**config.mk**
```make
export PLATFORM = sky130hd
export DESIGN_NAME = pipe_stage_reg
export DESIGN_NICKNAME = d
export VERILOG_FILES = /design/src/rtl/pipe_stage_reg.sv
export SDC_FILE = /design/constraint.sdc
export NUM_CORES = 1
export LEC_CHECK = 0
export CAP_MARGIN = 20
export CORE_MARGIN = 3
export CORE_UTILIZATION = 35
export CTS_CLUSTER_SIZE = 25
export DETAILED_ROUTE_END_ITERATION = 8
export HOLD_SLACK_MARGIN = 0.12
export SETUP_SLACK_MARGIN = 0.02
export SLEW_MARGIN = 20
export SYNTH_ARGS = -nofsm -noshare
export SYNTH_HDL_FRONTEND = slang
export SYNTH_SLANG_ARGS = --single-unit
```
**constraint.sdc**
```tcl
create_clock -name clk -period 2.6 [get_ports clk]
set_clock_uncertainty 0.05 [all_clocks]
set_input_delay 0.39 -clock clk [delete_from_list [all_inputs] [get_ports clk]]
set_output_delay 0.39 -clock clk [all_outputs]
set_load 0.02 [all_outputs]
```
**src/rtl/pipe_stage_reg.sv**
```systemverilog
// Parametrised pipeline stage register with a valid/ready handshake and a synchronous flush.
// SKID=1 holds two entries and drives in_ready from a register. SKID=0 holds a single entry.
module pipe_stage_reg #(
   parameter int DATA_W = 32,
   parameter int CTRL_W = 8,
   parameter int SKID   = 1
) (
   input  logic              clk,
   input  logic              rst,
   input  logic              flush,
   input  logic              in_valid,
   output logic              in_ready,
   input  logic [DATA_W-1:0] in_data,
   input  logic [CTRL_W-1:0] in_ctrl,
   output logic              out_valid,
   input  logic              out_ready,
   output logic [DATA_W-1:0] out_data,
   output logic [CTRL_W-1:0] out_ctrl,
   output logic [1:0]        count
);

   logic              push, pop, head_vld;
   logic [DATA_W-1:0] head_data;
   logic [CTRL_W-1:0] head_ctrl;

   assign push      = in_valid & in_ready;
   assign pop       = head_vld & out_ready;
   assign out_valid = head_vld;
   assign out_data  = head_data;
   // A bubble must never leak control enables downstream.
   assign out_ctrl  = head_vld ? head_ctrl : '0;

   generate
      if (SKID != 0) begin : g_skid
         typedef enum logic [1:0] {EMPTY = 2'd0, ONE = 2'd1, TWO = 2'd2} state_t;
         state_t            state, state_n;
         logic              rdy_q, ld_in, ld_from_skid, ld_skid;
         logic [DATA_W-1:0] skid_data;
         logic [CTRL_W-1:0] skid_ctrl;

         always_ff @(posedge clk or posedge rst) begin
            if (rst) begin
               state     <= EMPTY;
               rdy_q     <= 1'b1;
               head_data <= '0;
               head_ctrl <= '0;
               skid_data <= '0;
               skid_ctrl <= '0;
            end else begin
               state <= state_n;
               rdy_q <= (state_n != TWO);
               if (flush) begin
                  head_data <= '0;
                  head_ctrl <= '0;
                  skid_data <= '0;
                  skid_ctrl <= '0;
               end else begin
                  if (ld_in) begin
                     head_data <= in_data;
                     head_ctrl <= in_ctrl;
                  end else if (ld_from_skid) begin
                     head_data <= skid_data;
                     head_ctrl <= skid_ctrl;
                  end
                  if (ld_skid) begin
                     skid_data <= in_data;
                     skid_ctrl <= in_ctrl;
                  end
               end
            end
         end

         always_comb begin
            state_n      = state;
            ld_in        = 1'b0;
            ld_from_skid = 1'b0;
            ld_skid      = 1'b0;
            if (flush) begin
               state_n = EMPTY;
            end else begin
               case (state)
                  EMPTY: if (push) begin
                     state_n = ONE;
                     ld_in   = 1'b1;
                  end
                  ONE: begin
                     if (push && !pop) begin
                        state_n = TWO;
                        ld_skid = 1'b1;
                     end else if (!push && pop) begin
                        state_n = EMPTY;
                     end else if (push && pop) begin
                        ld_in = 1'b1;
                     end
                  end
                  TWO: if (pop) begin
                     state_n      = ONE;
                     ld_from_skid = 1'b1;
                  end
                  default: state_n = EMPTY;
               endcase
            end
         end

         // The ready path is cut here: in_ready never sees out_ready in the same cycle.
         assign in_ready = rdy_q;
         assign head_vld = (state != EMPTY);
         assign count    = state;
      end else begin : g_single
         logic vld_q;

         always_ff @(posedge clk or posedge rst) begin
            if (rst) begin
               vld_q     <= 1'b0;
               head_data <= '0;
               head_ctrl <= '0;
            end else if (flush) begin
               vld_q     <= 1'b0;
               head_data <= '0;
               head_ctrl <= '0;
            end else if (push) begin
               vld_q     <= 1'b1;
               head_data <= in_data;
               head_ctrl <= in_ctrl;
            end else if (pop) begin
               vld_q <= 1'b0;
            end
         end

         assign in_ready = !vld_q | out_ready;
         assign head_vld = vld_q;
         assign count    = {1'b0, vld_q};
      end
   endgenerate

endmodule
```
* After elaboration in Yosys (flattened, before gate mapping)
Index checks and enable logic that the tools add are counted.
** Operators by class
- Reduce and logical (&&, ||, !) cells :: 9
- Mux-type cells :: 29
- Bitwise logic cells :: 2
- Eq/ne operators :: 3
** Operators by type and width (count)
- $mux 32 :: 5
- $mux 8 :: 6
- $mux 1 :: 11
- $mux 2 :: 5
- $pmux 2 s3 :: 1
- $reduce_bool 2->1 :: 2
- $logic_and 1x1->1 :: 3
- $reduce_bool 3->1 :: 1
- $and 1x1->1 :: 2
- $eq 2x1->1 const B :: 1
- $eq 2x2->1 const B :: 1
- $logic_not 1->1 :: 2
- $logic_not 2->1 :: 1
- $ne 2x2->1 const B :: 1
- $pmux 1 s2 :: 1
** Storage, ports and cells
- Register bits after elaboration :: 83
- Input bits :: 45
- Word-level logic and storage cells :: 49
- Output and inout bits :: 44

* Logic depth before layout (Yosys ltp)
Gate-level depths: netlist of run 1.
- Word-level depth :: 10
- Mapped depth :: 7
- Mapped depth without buffers :: 4

* Worst setup path before layout of run 1
OpenSTA, ideal clock, no wires.
- Path kind :: flip-flop to flip-flop
- Start :: register g_skid.rdy_q, in the netlist in_ready
- End :: register head_data[10], in the netlist out_data[10]
- Cell stages (with the launch flop) :: 7
- Arrival time :: 1.724 ns
- Path buffers :: 2
- Clock period less this slack :: 1.901 ns
- Setup time :: 0.127 ns
- Required time :: 2.423 ns
- Setup slack :: 0.699 ns
- Cells stage by stage :: dfstp_2 nand2_1 o311a_1 buf_6 buf_6 a222oi_1 inv_1
** On the way
- Cells in the longest elaborated chain, start to end :: 9
- Elaborated cells on any way between the ends :: 14
- Those cells by class :: 8 x mux; 1 x bitwise; 5 x reduce/logical
** RTL lines
- start, declared :: line 37 : logic rdy_q, ld_in, ld_from_skid, ld_skid;
- start signal, assigned :: line 51 : rdy_q <= (state_n != TWO);
- $and 1x1->1 (*) :: line 26 : assign push = in_valid & in_ready;
- $logic_and 1x1->1 / $logic_not 1->1 (equally long branches) :: line 92, 90
- $mux 1 / $logic_and 1x1->1 (equally long branches) :: line 92, 90
- $mux 1 :: line 90 : end else if (!push && pop) begin
- $mux 1 :: line 87 : if (push && !pop) begin
- $pmux 1 s2 (*) :: line 81 : case (state)
- $mux 1 (*) :: line 78 : if (flush) begin
- $mux 32 :: line 58 : if (ld_in) begin
- $mux 32 :: line 52 : if (flush) begin
- end signal, assigned :: line 59 : head_data <= in_data;
- end signal, assigned :: line 62 : head_data <= skid_data;
- end, declared :: line 23 : logic [DATA_W-1:0] head_data;
Every way passes the cells marked *; elsewhere a longest branch is shown, timed or not.
A chain may end at the register's enable or synchronous reset.

* Worst setup path in the final report of run 1
- Start :: register g_skid.state[0], in the netlist count[0]
- End :: output port out_ctrl[0]
** On the way
- Cells in the longest elaborated chain, start to end :: 2
** RTL lines
- start, declared :: line 36 : state_t state, state_n;
- start signal, assigned :: line 50 : state <= state_n;
- $reduce_bool 2->1 :: line 107 : assign head_vld = (state != EMPTY);
- $mux 8 :: line 31 : assign out_ctrl = head_vld ? head_ctrl : '0;
- end, declared :: line 18 : output logic [CTRL_W-1:0] out_ctrl,
Every way passes these cells.

==> flow_metrics.tcl, run 1 <==
set metrics [dict create \
    status "completed" \
    setup_ws_ns 0.366 \
    layout-drive-gt1-share_pct 9.77 \
    gp_congestion 0.833 \
    start_kind "register" \
    io_pins 89 \
    netlist_instances 255 \
    area_growth_pct 38.0 \
    mostFrequentLayoutCells "88 x clkdlybuf4s50_1, 82 x dfrtp_1, 42 x inv_1, 40 x a22o_1, 39 x a222oi_1" \
    hpwl_um 5340 \
    cts_setup_buffers 0 \
    synth.distinct_cells 23 \
    cts_root_buf "clkbuf_8" \
    grt_pass1_vias 2539 \
    period_needed_ns 2.23 \
    numPortBuffers 88 \
    yosysWarnings 0 \
    htree_levels 3 \
    clk_pin_slew_ns 0.08 \
    worst_pin_slew_ns 0.991 \
    avgSynthCellArea_um2 12.8 \
    fin_nets 390 \
    drt_wl_total_um 8260 \
    drc 0 \
    reg2reg_to "g_skid.skid_data[28]" \
    grt_max_degree 41 \
    p_leak_nw 2.24 \
    grt_overflow 0 \
    antenna_found_initial 0 \
    ys_seq_area_share_pct 63.5 \
    drtIter0Drc 250 \
    die_x_um 103 \
    finalMaxSlewViolations 0 \
    arrival_ns 1.79 \
    avgViaCountPerCell 5.56 \
    peakVddDrop_uv 361 \
    final_util_pct 50.8 \
    fillers 782 \
    maxCapViolCount 0 \
    cts_tree "done" \
    post_drt_wl_per_cell_um 18.1 \
    final_common_cell "clkdlybuf4s50_1" \
    finalSetupTns_ns 0 \
    powerDensity_mw_per_mm2 596 \
    ff2ff_path_depth 4 \
    antennaDiodeCount 0 \
    vias 2536 \
    worstPathMaxFanout 9 \
    setup-violations-final 0 \
    core_mm2 0.00889 \
    cp_data_required_time_ns 2.16 \
    initial_core_util_pct 36.8 \
    dr.pass1.iters 6 \
    post-place-ws_ns 0.166 \
    synth_nets 300 \
    clock.fmax_ghz 0.448 \
    hold_class "primary input to async pin" \
    r2r_slack_ns 0.71 \
    critPathCaptureType "output port" \
    placementRows 34 \
    hold_viol_final 0 \
    clock_latency_ns 0.34 \
    grt_pass1_wl_um 13300 \
    crit-reg2reg-launch "count[0]" \
    fin_crit_sh_pct 85.9 \
    mappedNetlistArea_mm2 0.00327 \
    groute.usage.overall_pct 16.2 \
    final_antenna_net_count 0 \
    cts.sinks 83 \
    die_h_um 103 \
    critical_path.endpoint "out_ctrl[0]" \
    crit_type "register to output port" \
    finalPower_mw 2.69 \
    cts_inserted_buffers 9 \
    slew_headroom_pct 33.8 \
    die_area_mm2 0.0105 \
    critPathLaunch "count[0]" \
    cts_buffer_depth 2 \
    rsz0062_at_grt "false" \
    synth_seq_cells 83 \
]
sequential cells by signal, indices dropped and copies added (netlist names):
register,flops
head_ctrl,8
g_skid.skid_ctrl,8
in_ready,1
count,2
g_skid.skid_data,32
out_data,32
report_power, final:
| part | internal, mW | leakage [nW] | switching, mW |
|---|---|---|---|
| logic | 0.204 | 1.02 | 0.212 |
| registers | 1.35 | 1.13 | 0.0371 |
| clock network | 0.457 | 0.0950 | 0.431 |
through the flow:
step / hold WS (ns) / cell area (um^2) / std cells
2_1_floorplan: 0.407 / 3270 / 255
3_3_place_gp: 0.423 / 4330 / 442
3_5_place_dp: 0.422 / 4330 / 442
4_1_cts: 0.400 / 4510 / 456
5_1_grt: 0.443 / 4520 / 456
6_report: 0.392 / 4520 / 456
routing by layer:
metal / wire, um / track usage [%] / vias up / part of all wire [%]
met5: 0 / 0 / - / 0
met4: 69 / 3.94 / 0 / 0.84
met3: 718 / 4.80 / 8 / 8.7
met2: 3940 / 25.8 / 114 / 48
met1: 3530 / 22.1 / 1277 / 43
li1: - / - / 1137 / -
repair_timing:
item,CTS,global route
hold buffers,0,0
endpoints found under the setup margin,0,9
resized for setup,0,1
logic make-up after synthesis:
family / Yosys count / share of synthesized area (%)
xor gates and xnor gates: 1 / 0.268
DFF: 83 / 63.5
AOI/OAI and AO/OA: 81 / 23.2
and+or+nand+nor: 23 / 4.09
muxes: 2 / 0.650
buffers and inverters: 65 / 8.33
Yosys cell counts:
cell      number  area share (%)
a222oi_1      39              12
a22o_1        40              11
buf_2          8             1.2
buf_4          1            0.23
buf_6          2            0.69
clkbuf_1      11             1.3
dfrtp_1       82              63
dfstp_2        1            0.80
inv_1         43             4.9
mux2_2         1            0.34
mux2i_1        1            0.31
nand2_1        1            0.11
nand2b_1       1            0.19
nand3b_1       1            0.23
nor2_1         6            0.69
nor2b_1        9             1.7
nor3_1         2            0.31
nor4_1         1            0.19
nor4_2         1            0.38
nor4b_1        1            0.27
o21a_1         1            0.23
o311a_1        1            0.31
xnor2_1        1            0.27
worst max-delay path: stages (launching register included):
cell and delay (ns):
dfrtp_1 0.44, nor2_2 0.33, nor2b_1 0.12, clkdlybuf4s50_1 0.56
worst min path at each step:
stage,startpoint,to,cells after the start,slack (ns)
2_1_floorplan,g_skid.skid_ctrl[3],head_ctrl[3],2,0.41
3_3_place_gp,g_skid.skid_data[25],out_data[25],2,0.42
3_5_place_dp,g_skid.skid_data[30],out_data[30],2,0.42
4_1_cts,rst,g_skid.skid_data[23],2,0.40
5_1_grt,rst,out_data[7],2,0.44
6_report,rst,g_skid.skid_data[23],2,0.39
area by class of cell:
class	count	area, um^2	share of cell area (%)
flip-flops and latches	83	2080	46.0
repair buffers	101	1000	22.2
multi-input cells	107	955	21.1
inverters	43	163	3.60
clock buffers	11	141	3.13
well taps	108	135	2.99
clock inverters	3	40.0	0.887
Note: power is estimated with default switching activity, not from simulation.
==> run 2: changes to the inputs <==
Settings changed: CELL_PAD_IN_SITES_DETAIL_PLACEMENT set to 1, CELL_PAD_IN_SITES_GLOBAL_PLACEMENT set to 1, CORE_UTILIZATION 35 to 34, PLACE_DENSITY_LB_ADDON set to 0.1, SKIP_LAST_GASP set to 1.
==> run 2 against run 1 <==
Maximum frequency down 4.8%. Count of clock-buffer cells in the layout is the same. Utilization is 1.5 points lower. Non-clock buffer count up 2. Combinational power grew 3%. Flip-flop and latch count unchanged. Register-to-register slack got worse by 0.06 ns. Clock power is 1% lower. Critical endpoint is now out_ctrl[2].
==> flow_metrics.tcl, run 2 (synthesis results as in run 1) <==
set metrics [dict create \
    cts_setup_buffers 0 \
    worst-path-stages 3 \
    cts.sinks 83 \
    final_common_cell "clkdlybuf4s50_1" \
    peakVddDrop_uv 247 \
    drtIter0Drc 145 \
    io_pins 89 \
    crit_family "buffers and inverters" \
    grt_overflow 0 \
    core_mm2 0.00928 \
    antennaDiodeCount 0 \
    avgViaCountPerCell 5.37 \
    layout-drive-gt1-share_pct 11.4 \
    placementRows 35 \
    clk_pin_slew_ns 0.09 \
    fin_crit_sh_pct 90.3 \
    die_x_um 104 \
    rsz0062_at_grt "false" \
    die_h_um 104 \
    drc 0 \
    critical_path.endpoint "out_ctrl[2]" \
    final_antenna_net_count 0 \
    p_leak_nw 2.25 \
    reg2reg_to "out_data[5]" \
    start_kind "register" \
    powerDensity_mw_per_mm2 589 \
    dr.pass1.iters 5 \
    cts_tree "done" \
    setup-violations-final 0 \
    htree_levels 3 \
    mostFrequentLayoutCells "88 x clkdlybuf4s50_1, 82 x dfrtp_1, 42 x inv_1, 40 x a22o_1, 39 x a222oi_1" \
    crit_type "register to output port" \
    crit_chain "nor2_2 -> nor2b_1 -> clkdlybuf4s50_1" \
    die_area_mm2 0.0108 \
    vias 2585 \
    grt_pass1_wl_um 15100 \
    area_growth_pct 39.9 \
    r2r_slack_ns 0.65 \
    groute.usage.overall_pct 17.4 \
    hold_class "primary input to async pin" \
    grt_pass1_vias 2780 \
    drt_wl_total_um 9000 \
    place_area_mm2 0.00439 \
    hpwl_um 5880 \
    clock_latency_ns 0.36 \
    clock.fmax_ghz 0.426 \
    finalSetupTns_ns 0 \
    crit-reg2reg-launch "in_ready" \
    hold_viol_final 0 \
    slew_headroom_pct 68.4 \
    gp_congestion 0.748 \
    final_util_pct 49.3 \
    status "completed" \
    grt_max_degree 37 \
    cts_buffer_depth 2 \
    period_needed_ns 2.35 \
    cts_inserted_buffers 9 \
    ff2ff_path_depth 5 \
    worst_pin_slew_ns 0.474 \
    finalPower_mw 2.70 \
    final_cell_area_mm2 0.00458 \
    cpMaxStageDelayCell "clkdlybuf4s50_1" \
    finalMaxSlewViolations 0 \
    max_stage_delay_ns 0.55 \
    worst-path-buf-inv 1 \
    antenna_found_initial 0 \
    initial_core_util_pct 35.3 \
    post_drt_wl_per_cell_um 18.7 \
    fin_nets 392 \
    critPathCaptureType "output port" \
    arrival_ns 1.91 \
    fillers 999 \
    setup_ws_ns 0.252 \
    worstPathMaxFanout 10 \
    numPortBuffers 88 \
    post-place-ws_ns 0.243 \
    critPathLaunch "count[1]" \
    cts_root_buf "clkbuf_8" \
    cp_data_required_time_ns 2.16 \
    maxCapViolCount 0 \
]
==> run 2: how the worst min path moves through the flow <==
stage               slack [ns]                   end  cells past startpoint            startpoint
floorplan                 0.41          head_ctrl[3]                      2   g_skid.skid_ctrl[3]
global placement          0.41          out_data[20]                      2  g_skid.skid_data[20]
detailed placement        0.42          out_data[16]                      2  g_skid.skid_data[16]
CTS                       0.30  g_skid.skid_data[29]                      2                   rst
global route              0.32  g_skid.skid_data[29]                      2                   rst
finish                    0.30  g_skid.skid_data[29]                      2                   rst
==> run 2: final cells by class <==
type                            instances  area, um^2  area share [%]
Tap cell                              129         161            3.53
Timing Repair Buffer                  103        1030            22.5
Sequential cell                        83        2080            45.4
Clock buffer                           11         151            3.31
Inverter                               43         163            3.55
Clock inverter                          5        37.5           0.820
Multi-Input combinational cell        107         956            20.9
==> run 2: worst reg2reg max path: stages, from the launching register on <==
cell and delay, ns:
dfstp_2 0.55, nand2_1 0.07, o311a_2 0.49, buf_4 0.22, a222oi_1 0.39, inv_1 0.07
==> run 2: per-layer routing <==
| layer | track usage (%) | up-vias | part of all wire, % | wire (um) |
|---|---|---|---|---|
| li1 | - | 1142 | - | - |
| met1 | 24.2 | 1347 | 46 | 4130 |
| met2 | 27.0 | 84 | 47 | 4250 |
| met3 | 2.86 | 12 | 5.1 | 458 |
| met4 | 7.12 | 0 | 1.7 | 153 |
| met5 | 0 | - | 0 | 0 |
==> run 2: metrics by stage <==
stage,hold WS (ns),cells
2_1_floorplan,0.407,255
3_3_place_gp,0.410,465
3_5_place_dp,0.424,465
4_1_cts,0.303,481
5_1_grt,0.319,481
6_report,0.300,481
==> run 2: where the power goes <==
part | internal (mW) | total [mW] | switching, mW | leakage, nW
logic | 0.210 | 0.429 | 0.219 | 1.03
registers | 1.35 | 1.39 | 0.0390 | 1.13
clock network | 0.401 | 0.879 | 0.478 | 0.0915
total | 1.96 | 2.70 | 0.736 | 2.25
==> run 2: what timing repair did <==
| item | 4_1_cts | 5_1_grt |
|---|---|---|
| hold buffers | 0 | 0 |
| resized for setup | 0 | 1 |
| setup endpoints to repair | 0 | 9 |
